--- config.mk ---
export PLATFORM = sky130hd
export DESIGN_NAME = mfp_adc_max10_sequencer_flat
export DESIGN_NICKNAME = d
export VERILOG_FILES = /design/src/rtl/mfp_adc_max10_sequencer_pkg.sv /design/src/rtl/mfp_adc_max10_sequencer_if.sv /design/src/rtl/mfp_adc_max10_sequencer_next_slot.sv /design/src/rtl/mfp_adc_max10_sequencer.sv /design/src/flat_wrapper.sv
export SDC_FILE = /design/constraint.sdc
export NUM_CORES = 1
export LEC_CHECK = 0
export ABC_AREA = 1
export CORE_ASPECT_RATIO = 1.1
export CORE_MARGIN = 2
export CORE_UTILIZATION = 53
export CTS_BUF_LIST = sky130_fd_sc_hd__clkbuf_16
export DETAILED_ROUTE_END_ITERATION = 8
export HOLD_SLACK_MARGIN = 0.15
export PLACE_DENSITY_LB_ADDON = 0.15
export SLEW_MARGIN = 20
export SYNTH_ARGS = -nofsm -noshare
export SYNTH_HDL_FRONTEND = slang
export SYNTH_SLANG_ARGS = --single-unit
--- constraint.sdc ---
create_clock -name HCLK -period 2.25 [get_ports HCLK]
set_clock_uncertainty 0.15 [all_clocks]
set_input_delay 0.45 -clock HCLK [delete_from_list [all_inputs] [get_ports HCLK]]
set_output_delay 0.45 -clock HCLK [all_outputs]
set_load 0.03 [all_outputs]
--- src/rtl/mfp_adc_max10_sequencer_pkg.sv ---
// Shared types and constants for the MAX10 ADC scan sequencer.
package mfp_adc_max10_sequencer_pkg;

  // state   | meaning
  // IDLE    | no pass running, waiting for start
  // PICK    | find next enabled slot, or end the pass
  // CMD     | command valid, holding until ADC accepts it
  // WAIT    | command accepted, waiting for the response
  // STORE   | write the sample/average into the result slot
  typedef enum logic [2:0] {
    ST_IDLE,
    ST_PICK,
    ST_CMD,
    ST_WAIT,
    ST_STORE
  } seq_state_e;

  localparam int TIMEOUT_DEFAULT = 1023;
  localparam int TMO_W           = 10;
  localparam int AVG_SHIFT       = 2;
  localparam int AVG_SAMPLES     = 1 << AVG_SHIFT;
  localparam int ACC_W           = 12 + AVG_SHIFT;

  // Slot i drives ADC channel i + first_ch.
  function automatic logic [4:0] slot_to_ch(input int unsigned slot, input int unsigned first_ch);
    return 5'(slot + first_ch);
  endfunction

endpackage

--- src/rtl/mfp_adc_max10_sequencer_if.sv ---
// Avalon-ST command/response link between the sequencer and the MAX10 ADC core.
interface mfp_adc_max10_sequencer_if;
  logic        ADC_C_Valid;
  logic [4:0]  ADC_C_Channel;
  logic        ADC_C_SOP;
  logic        ADC_C_EOP;
  logic        ADC_C_Ready;
  logic        ADC_R_Valid;
  logic [4:0]  ADC_R_Channel;
  logic [11:0] ADC_R_Data;

  modport master (
    output ADC_C_Valid, ADC_C_Channel, ADC_C_SOP, ADC_C_EOP,
    input  ADC_C_Ready, ADC_R_Valid, ADC_R_Channel, ADC_R_Data
  );

  modport slave (
    input  ADC_C_Valid, ADC_C_Channel, ADC_C_SOP, ADC_C_EOP,
    output ADC_C_Ready, ADC_R_Valid, ADC_R_Channel, ADC_R_Data
  );
endinterface

--- src/rtl/mfp_adc_max10_sequencer_next_slot.sv ---
// Finds the lowest set mask bit at an index >= slot_i.
module mfp_adc_seq_next_slot #(
  parameter int N_CHANNELS = 8,
  parameter int SLOT_W     = $clog2(N_CHANNELS) + 1
) (
  input  logic [N_CHANNELS-1:0] mask_i,
  input  logic [SLOT_W-1:0]     slot_i,
  output logic                  found_o,
  output logic [SLOT_W-1:0]     next_slot_o
);

  // Scan from the top down so the lowest qualifying index wins.
  always_comb begin
    found_o     = 1'b0;
    next_slot_o = '0;
    for (int i = N_CHANNELS - 1; i >= 0; i--) begin
      if (mask_i[i] && (SLOT_W'(i) >= slot_i)) begin
        found_o     = 1'b1;
        next_slot_o = SLOT_W'(i);
      end
    end
  end

endmodule

--- src/rtl/mfp_adc_max10_sequencer.sv ---
// MAX10 ADC scan sequencer: walks the enabled slots, issues one command at a
// time to the ADC core and keeps the latest 12-bit result per slot.
// Optional build macro MFP_ADC_SEQ_AVERAGE_EN: four samples per slot, stored
// as the truncated mean.
module mfp_adc_max10_sequencer
  import mfp_adc_max10_sequencer_pkg::*;
#(
  parameter int N_CHANNELS    = 8,
  parameter int FIRST_CHANNEL = 1,
  parameter int TIMEOUT       = TIMEOUT_DEFAULT
) (
  input  logic                          HCLK,
  input  logic                          HRESETn,
  input  logic                          start,
  input  logic                          continuous,
  input  logic [N_CHANNELS-1:0]         ch_mask,
  output logic                          busy,
  output logic                          done,
  output logic                          error,
  input  logic [$clog2(N_CHANNELS)-1:0] rd_idx,
  output logic [11:0]                   rd_data,
  mfp_adc_max10_sequencer_if.master     adc
);

  localparam int SLOT_W = $clog2(N_CHANNELS) + 1;

  seq_state_e             state_q, state_d;
  logic [N_CHANNELS-1:0]  mask_q, mask_d;
  logic [SLOT_W-1:0]      slot_q, slot_d;
  logic [TMO_W-1:0]       tmo_q, tmo_d;
  logic                   error_q, error_d;
  logic [11:0]            res_q [N_CHANNELS];
  logic                   wr_en;
  logic [11:0]            store_val;
  logic                   found;
  logic [SLOT_W-1:0]      next_slot;
  logic [4:0]             cur_ch;
`ifdef MFP_ADC_SEQ_AVERAGE_EN
  logic [ACC_W-1:0]       acc_q, acc_d;
  logic [AVG_SHIFT-1:0]   cnt_q, cnt_d;
`else
  logic [11:0]            sample_q, sample_d;
`endif

  mfp_adc_seq_next_slot #(
    .N_CHANNELS (N_CHANNELS),
    .SLOT_W     (SLOT_W)
  ) u_next_slot (
    .mask_i      (mask_q),
    .slot_i      (slot_q),
    .found_o     (found),
    .next_slot_o (next_slot)
  );

  assign cur_ch = slot_to_ch(32'(slot_q), FIRST_CHANNEL);
  assign busy   = (state_q != ST_IDLE);
  assign error  = error_q;
`ifdef MFP_ADC_SEQ_AVERAGE_EN
  assign store_val = 12'(acc_q >> AVG_SHIFT);
`else
  assign store_val = sample_q;
`endif
  assign rd_data = (32'(rd_idx) < N_CHANNELS) ? res_q[rd_idx] : '0;
  assign adc.ADC_C_SOP = adc.ADC_C_Valid;
  assign adc.ADC_C_EOP = adc.ADC_C_Valid;

  // Next-state, command outputs and bookkeeping for the scan FSM.
  always_comb begin
    state_d           = state_q;
    mask_d            = mask_q;
    slot_d            = slot_q;
    tmo_d             = tmo_q;
    error_d           = error_q;
    done              = 1'b0;
    wr_en             = 1'b0;
    adc.ADC_C_Valid   = 1'b0;
    adc.ADC_C_Channel = '0;
`ifdef MFP_ADC_SEQ_AVERAGE_EN
    acc_d = acc_q;
    cnt_d = cnt_q;
`else
    sample_d = sample_q;
`endif
    case (state_q)
      ST_IDLE: begin
        if (start && (ch_mask != '0)) begin
          mask_d  = ch_mask;
          slot_d  = '0;
          error_d = 1'b0;
          state_d = ST_PICK;
        end
      end
      ST_PICK: begin
        if (found) begin
          slot_d  = next_slot;
          state_d = ST_CMD;
`ifdef MFP_ADC_SEQ_AVERAGE_EN
          acc_d = '0;
          cnt_d = '0;
`endif
        end else begin
          done = 1'b1;
          // A zero mask at restart would spin on done pulses, so stop instead.
          if (continuous && (ch_mask != '0)) begin
            mask_d  = ch_mask;
            slot_d  = '0;
            state_d = ST_PICK;
          end else begin
            state_d = ST_IDLE;
          end
        end
      end
      ST_CMD: begin
        adc.ADC_C_Valid   = 1'b1;
        adc.ADC_C_Channel = cur_ch;
        if (adc.ADC_C_Ready) begin
          tmo_d   = '0;
          state_d = ST_WAIT;
        end
      end
      ST_WAIT: begin
        if (adc.ADC_R_Valid) begin
          if (adc.ADC_R_Channel == cur_ch) begin
`ifdef MFP_ADC_SEQ_AVERAGE_EN
            acc_d = acc_q + ACC_W'(adc.ADC_R_Data);
            if (cnt_q == AVG_SHIFT'(AVG_SAMPLES - 1)) begin
              state_d = ST_STORE;
            end else begin
              cnt_d   = cnt_q + 1'b1;
              state_d = ST_CMD;
            end
`else
            sample_d = adc.ADC_R_Data;
            state_d  = ST_STORE;
`endif
          end else begin
            error_d = 1'b1;
            slot_d  = slot_q + 1'b1;
            state_d = ST_PICK;
          end
        end else if (tmo_q == TMO_W'(TIMEOUT - 1)) begin
          error_d = 1'b1;
          slot_d  = slot_q + 1'b1;
          state_d = ST_PICK;
        end else begin
          tmo_d = tmo_q + 1'b1;
        end
      end
      ST_STORE: begin
        wr_en   = 1'b1;
        slot_d  = slot_q + 1'b1;
        state_d = ST_PICK;
      end
      default: state_d = ST_IDLE;
    endcase
  end

  // FSM and datapath registers.
  always_ff @(posedge HCLK) begin
    if (!HRESETn) begin
      state_q <= ST_IDLE;
      mask_q  <= '0;
      slot_q  <= '0;
      tmo_q   <= '0;
      error_q <= 1'b0;
`ifdef MFP_ADC_SEQ_AVERAGE_EN
      acc_q <= '0;
      cnt_q <= '0;
`else
      sample_q <= '0;
`endif
    end else begin
      state_q <= state_d;
      mask_q  <= mask_d;
      slot_q  <= slot_d;
      tmo_q   <= tmo_d;
      error_q <= error_d;
`ifdef MFP_ADC_SEQ_AVERAGE_EN
      acc_q <= acc_d;
      cnt_q <= cnt_d;
`else
      sample_q <= sample_d;
`endif
    end
  end

  // Result storage; slots outside the mask keep their previous value.
  always_ff @(posedge HCLK) begin
    if (!HRESETn) begin
      for (int i = 0; i < N_CHANNELS; i++) res_q[i] <= '0;
    end else if (wr_en) begin
      res_q[slot_q[SLOT_W-2:0]] <= store_val;
    end
  end

endmodule

--- src/flat_wrapper.sv ---
// flat-port wrapper written by rule: the top's interface ports become plain ports
module mfp_adc_max10_sequencer_flat import mfp_adc_max10_sequencer_pkg::*;
#(
  parameter int N_CHANNELS    = 8,
  parameter int FIRST_CHANNEL = 1,
  parameter int TIMEOUT       = TIMEOUT_DEFAULT
)
  (HCLK, HRESETn, start, continuous, ch_mask, busy, done, error, rd_idx, rd_data, adc_ADC_C_Valid, adc_ADC_C_Channel, adc_ADC_C_SOP, adc_ADC_C_EOP, adc_ADC_C_Ready, adc_ADC_R_Valid, adc_ADC_R_Channel, adc_ADC_R_Data);
  mfp_adc_max10_sequencer_if adc_i ();
  input  logic HCLK;
  input  logic HRESETn;
  input  logic start;
  input  logic continuous;
  input  logic [N_CHANNELS-1:0] ch_mask;
  output logic busy;
  output logic done;
  output logic error;
  input  logic [$clog2(N_CHANNELS)-1:0] rd_idx;
  output logic [11:0] rd_data;
  output wire logic [$bits(adc_i.ADC_C_Valid)-1:0] adc_ADC_C_Valid;
  output wire logic [$bits(adc_i.ADC_C_Channel)-1:0] adc_ADC_C_Channel;
  output wire logic [$bits(adc_i.ADC_C_SOP)-1:0] adc_ADC_C_SOP;
  output wire logic [$bits(adc_i.ADC_C_EOP)-1:0] adc_ADC_C_EOP;
  input wire logic [$bits(adc_i.ADC_C_Ready)-1:0] adc_ADC_C_Ready;
  input wire logic [$bits(adc_i.ADC_R_Valid)-1:0] adc_ADC_R_Valid;
  input wire logic [$bits(adc_i.ADC_R_Channel)-1:0] adc_ADC_R_Channel;
  input wire logic [$bits(adc_i.ADC_R_Data)-1:0] adc_ADC_R_Data;
  assign adc_ADC_C_Valid = adc_i.ADC_C_Valid;
  assign adc_ADC_C_Channel = adc_i.ADC_C_Channel;
  assign adc_ADC_C_SOP = adc_i.ADC_C_SOP;
  assign adc_ADC_C_EOP = adc_i.ADC_C_EOP;
  assign adc_i.ADC_C_Ready = adc_ADC_C_Ready;
  assign adc_i.ADC_R_Valid = adc_ADC_R_Valid;
  assign adc_i.ADC_R_Channel = adc_ADC_R_Channel;
  assign adc_i.ADC_R_Data = adc_ADC_R_Data;
  mfp_adc_max10_sequencer #(.N_CHANNELS(N_CHANNELS), .FIRST_CHANNEL(FIRST_CHANNEL), .TIMEOUT(TIMEOUT)) u_core (.HCLK(HCLK), .HRESETn(HRESETn), .start(start), .continuous(continuous), .ch_mask(ch_mask), .busy(busy), .done(done), .error(error), .rd_idx(rd_idx), .rd_data(rd_data), .adc(adc_i));
endmodule
# Word-level counts from Yosys, hierarchy flattened

Memories as Yosys holds them, arrays and structs flattened.
Cells that the tools add are included.
Widths: inputs -> output; s select.

Add/sub/neg operators: 3
Order comparisons: 8
Equal/unequal tests: 15
Mux-type cells: 56
Reduce and logical (&&, ||, !) cells: 24

Operators with widths:

| operator              | count |
|---|---|
| $mux 4                | 13 |
| $mux 10               | 3 |
| $mux 3                | 8 |
| $mux 8                | 3 |
| $mux 1                | 22 |
| $pmux 10 s2           | 1 |
| $ge 3x4->1 const A    | 4 |
| $pmux 4 s4            | 1 |
| $pmux 8 s2            | 1 |
| $pmux 3 s5            | 1 |
| $mux 12               | 1 |
| $reduce_and 4->1      | 3 |
| $reduce_or 12->1      | 1 |
| $add 10x1->10 const B | 1 |
| $eq 10x10->1 const B  | 1 |
| $logic_and 1x1->1     | 10 |
| $ge 1x4->1 const A    | 2 |
| $ge 2x4->1 const A    | 2 |
| $ne 2x2->1 const B    | 4 |
| $reduce_bool 8->1     | 1 |
| $eq 3x2->1 const B    | 2 |
| $reduce_and 3->1      | 2 |
| $reduce_bool 2->1     | 3 |
| $add 4x1->5 const B   | 1 |
| 14 further kinds      | 15 |

Memory bits (writable): 96
Logic and storage cells: 113
Input port bits: 34
Bits in registers: 38
Memories: 1
Output and inout port bits: 23

Memories:

| name         | words | bits a word | rd ports | clocked after Yosys merged registers in | wr ports | line                          | source |
|---|---|---|---|---|---|---|---|
| u_core.res_q | 8     | 12          | 1        | 0                                       | 8        | mfp_adc_max10_sequencer.sv:32 | `logic [11:0] res_q [N_CHANNELS];` |

# Depth between registers and ports, before layout

Depth after elaboration: 12
Depth in mapped cells: 15
Depth with buffers taken out: 15

# Hierarchy

A second synthesis with hierarchy kept.

Cell total of the unflattened synthesis: 783
Area, all modules: 6,590.1 µm²

By module, submodules not included:

| module                  | cells an instance | area each (µm²) | instances | seq. area each (µm²) |
|---|---|---|---|---|
| mfp_adc_max10_sequencer | 739               | 6,374.9         | 1         | 3,643.5 |
| mfp_adc_seq_next_slot   | 44                | 215.2           | 1         | 0.0 |

# Worst setup path after synthesis

Ideal clock, no wire load.

Path kind: input port to output port
From: in rd_idx[0]
To: out rd_data[10]
Required time: 1.650 ns
Stages: 7
Path slack: -0.144 ns
Arrival time: 1.794 ns
Path buffers: 2
Cells stage by stage: inv_1 -> clkbuf_1 -> clkbuf_1 -> o21ai_0 -> o22ai_1 -> nor2_1 -> a31oi_1

Word-level cells in the longest chain between the ends: 1

RTL lines:

| what               | line               | source |
|---|---|---|
| start: declaration | flat_wrapper.sv:18 | `input logic [$clog2(N_CHANNELS)-1:0] rd_idx;` |
| $mem_v2 8x12       | --                 |  |
| end: declaration   | flat_wrapper.sv:19 | `output logic [11:0] rd_data;` |

Every way passes these cells.

# Worst setup path in the final report

From: reg u_core.slot_q[1]
To: out done

Word-level cells in the longest chain between the ends: 12
Elaborated cells between the ends (all ways): 26
Those cells by class: order compare (8); mux (10); reduce/logical (8)

RTL lines:

| what                     | line                                    | source |
|---|---|---|
| start: declaration       | mfp_adc_max10_sequencer.sv:29           | `logic [SLOT_W-1:0] slot_q, slot_d;` |
| start signal: assignment | mfp_adc_max10_sequencer.sv:175          | `slot_q <= slot_d;` |
| $ge 3x4->1               | mfp_adc_max10_sequencer_next_slot.sv:17 | `if (mask_i[i] && (SLOT_W'(i) >= slot_i)) begin` |
| $logic_and 1x1->1        | mfp_adc_max10_sequencer_next_slot.sv:17 |  |
| $mux 1 (7 in series)     | mfp_adc_max10_sequencer_next_slot.sv:17 |  |
| $mux 1 *                 | mfp_adc_max10_sequencer_next_slot.sv:17 |  |
| $mux 1 *                 | mfp_adc_max10_sequencer.sv:94           | `if (found) begin` |
| $mux 1 *                 | mfp_adc_max10_sequencer.sv:84           | `case (state_q)` |
| end: declaration         | flat_wrapper.sv:16                      | `output logic done;` |

Every way passes the cells marked *; elsewhere a longest branch is shown, timed or not.

==> impl_metrics.json <==
{
  "outcome": "finished with violations",
  "violations_in_the_final_reports": "setup timing",
  "worstReg2RegStart": "u_core.slot_q[0]$_SDFFE_PN0P_",
  "ir_drop_v": 0.0007021,
  "final_cells": 1006,
  "grt_pass1_wl_mm": 27.30,
  "post-place-cells": 950,
  "post-route-min-period_ns": 2.340,
  "total_wirelength_of_the_detailed_routed_design_mm": 17.64,
  "dieHeight_um": 118.6,
  "whs_path_depth": 1,
  "drt_first_iter_violations": 461,
  "fin_area_sq_mm": 0.008412,
  "top_achievable_clock_speed_mhz": 427.4,
  "core_area_sq_mm": 0.01154,
  "path_category_of_the_worst_min_delay_check": "register to register",
  "reg2reg_setup_slack_ns": -0.02,
  "htree_num_levels": 4,
  "timing.critical_path.from_type": "register",
  "final_min_period_over_clock_period": 1.040,
  "grt_start_max_net_pins": 32,
  "detailed_place.area_sq_mm": 0.007431,
  "internal_power_consumption_uw": 5155,
  "area_delta_synth_final_pct": 32.97,
  "dieWidth_um": 108.2,
  "utilization": 0.7288,
  "synth.cell_area_sq_mm": 0.006326,
  "worst-endpoint-required_ns": 1.65,
  "critPathCaptureType": "output pin",
  "post_synth_num_cell_types": 35,
  "first_global_vias": 5497,
  "power.share.sequential": 0.393,
  "root_buffer": "clkbuf_16",
  "clockBufferDepth": 2,
  "rr_worst_depth": 17,
  "fin_nets": 882,
  "power.leakage_uw": 0.003242,
  "clock_power_share": 0.330,
  "worstPathArrival_ns": 1.74,
  "power.net_switching_uw": 2358,
  "comb_power_share": 0.277,
  "commonest_non_fill_non_tap_cell_in_the_layout": "nor2_1",
  "maxCapViolCount": 0,
  "avgSynthCellArea_sq_um": 8.619,
  "vias": 5620,
  "cts.clk_slew.worst_paths_ns": 0.05,
  "post_drt_wl_per_cell_um": 17.54,
  "timing_max_transition_violations_final": 0,
  "globalRoute.totalOverflow": 0,
  "synth_top_area_share": 0.4557,
  "groute.usage.overall": 0.2809,
  "number_of_buffers_added_by_the_clock_tree_synthesis_step": 17,
  "critical_path.reg2reg.endpoint": "u_core.slot_q[0]$_SDFFE_PN0P_",
  "final_hold_viol_count": 0,
  "design.portCount": 57,
  "port_buffers": 56,
  "clkSinkCount": 134,
  "dp_hpwl_mm": 11.12,
  "detail_route.vias_per_cell": 5.586,
  "maxSlewHeadroom": 0.7139,
  "timing_worst_slew_pin_value_ns": 0.4266,
  "synth_cells": 734,
  "drc_errors": 0,
  "grt_setup_unrepaired": "true",
  "setup_violations": 3,
  "netSwitchingFraction": 0.3138,
  "fp-row-count": 41,
  "layout.filler_cells": 816,
  "min_delay_worst_endpoint": "u_core.tmo_q[2]$_SDFFE_PN0P_",
  "dp_slack_ns": -0.4234,
  "power_density_mw_per_mm2": 893.1,
  "antenna_found_initial": 0,
  "initial_util": 0.5481,
  "least_setup_slack_across_all_paths_after_layout_ns": -0.08974,
  "place.gp.congestion": 0.9322,
  "die_area_sq_mm": 0.01283,
  "detailedRoute.firstPassIterationCount": 5,
  "timing.hold.worst.start": "u_core.tmo_q[2]$_SDFFE_PN0P_",
  "design_power_total_uw": 7513,
  "antenna-diode-count": 0,
  "antenna_violating_nets_post_route": 0,
  "drive_above_1_share": 0.2021,
  "tritoncts": "built",
  "final_cell_mix": "nor2_1 (243), edfxtp_1 (96), nand2_1 (84)",
  "path_max_fanout": 5,
  "syn_nets": 773,
  "critPathKind": "register to output pin",
  "clock_latency_ns": 0.41,
  "ys_warn_count": 0,
  "ys_seq_area_frac": 0.5759,
  "synth.top_cells.by_area": "edfxtp_1 (46%), nor2_1 (15%), dfxtp_1 (12%), o21ai_0 (5.4%), nand2_1 (5.1%)",
  "synthDominantAreaCellType": "edfxtp_1",
  "postSynthRegisterBits": 134
}
==> kinds of logic (layout without fill, tap and decap cells) <==
family,after synthesis,count (layout),share of synthesized area
flip-flops,134,134,0.5759
XOR/XNOR,4,4,0.005539
buffers and inverters,88,210,0.05716
AO/OA/AOI/OAI,132,132,0.1125
AND/OR/NAND/NOR,371,371,0.2389
adder cells (fa/ha/maj),5,5,0.009889
==> how the worst max path moves through the flow <==
| stage | startpoint | end | cells after the start |
|---|---|---|---|
| 6_report | u_core.slot_q[1]$_SDFFE_PN0P_ | done | 10 |
| 5_1_grt | u_core.slot_q[1]$_SDFFE_PN0P_ | done | 10 |
| 4_1_cts | u_core.slot_q[0]$_SDFFE_PN0P_ | done | 9 |
| 3_5_place_dp | rd_idx[0] | rd_data[3] | 7 |
| 3_3_place_gp | rd_idx[0] | rd_data[3] | 7 |
| 2_1_floorplan | rd_idx[0] | rd_data[10] | 7 |
==> power groups by stage <==
stage | Combinational (uW) | Sequential (uW) | Clock [uW]
2_1_floorplan | 1260 | 2930 | 0
3_3_place_gp | 1740 | 2970 | 0
3_5_place_dp | 1780 | 2980 | 0
4_1_cts | 1960 | 2940 | 2480
5_1_grt | 2290 | 2970 | 2580
6_report | 2080 | 2950 | 2480
==> per-layer routing <==
metal,share of wire,global-route usage,routed length (um)
met4,0.031,0.1322,539
met3,0.074,0.06178,1311
met2,0.51,0.4823,9085
met5,0,0,0
met1,0.38,0.3310,6707
==> flip-flops by register name, indices dropped and copies added, names as in the netlist <==
name	flops
u_core.slot_q	4
u_core.res_q	96
u_core.error	1
u_core.state_q	3
u_core.tmo_q	10
u_core.sample_q	12
u_core.mask_q	8
==> cell type report <==
class                      count  area (sq um)  area share
sequential                   134          3656      0.4346
tap                          150         187.7     0.02231
inverter                      54         217.7     0.02588
clock inverter                15         101.3     0.01205
clock buffer                  17         425.4     0.05057
multi-input combinational    512          2486      0.2956
timing repair buffer         124          1338      0.1590
==> worst max-delay path, stage by stage, from the launching register on <==
cell and delay (ns):
dfxtp_4 0.41, inv_4 0.05, ha_4 0.16, inv_2 0.04, nand2_1 0.04, nand2_1 0.08
nand2_2 0.08, nor2_4 0.15, nand3_4 0.11, inv_2 0.08, buf_6 0.12
==> metrics by stage <==
step	hold WS (ns)	setup TNS, ns
floorplan	0.2901	0
global placement	0.3025	-5.953
detailed placement	0.3258	-7.576
CTS	0.3374	-0.1192
global route	0.3794	-0.6587
finish	0.3361	-0.1402
==> what timing repair did <==
action | CTS | global route
endpoints found under the setup margin | 21 | 27
resized for setup | 50 | 22
hold buffers | 0 | 0
buffers inserted | 12 | 5
cloned | 4 | 3
pin swaps | 16 | 12
==> synth_stat cells <==
master      n
dfxtp_1    38
nor2_4      3
o22ai_1    13
a21oi_1    24
a211oi_1    1
inv_4       1
clkinv_1   12
nor3_1      2
o21ai_2     1
nand2_1    86
and2_1      1
ha_1        5
inv_1      40
nor2_2      3
o21ai_4     1
a31oi_1    12
buf_2       2
nand3_4     1
nand3_2     4
o21ai_0    68
xnor2_1     2
o21bai_1    1
nor2_1    246
xor2_1      2
inv_2       1
nand2_2     5
nor3_2      1
o21ai_1    11
buf_4       3
clkbuf_1   26
nand4_1     2
buf_6       2
nand3_1    17
edfxtp_1   96
buf_1       1
Power figures use the tool's default switching activity.
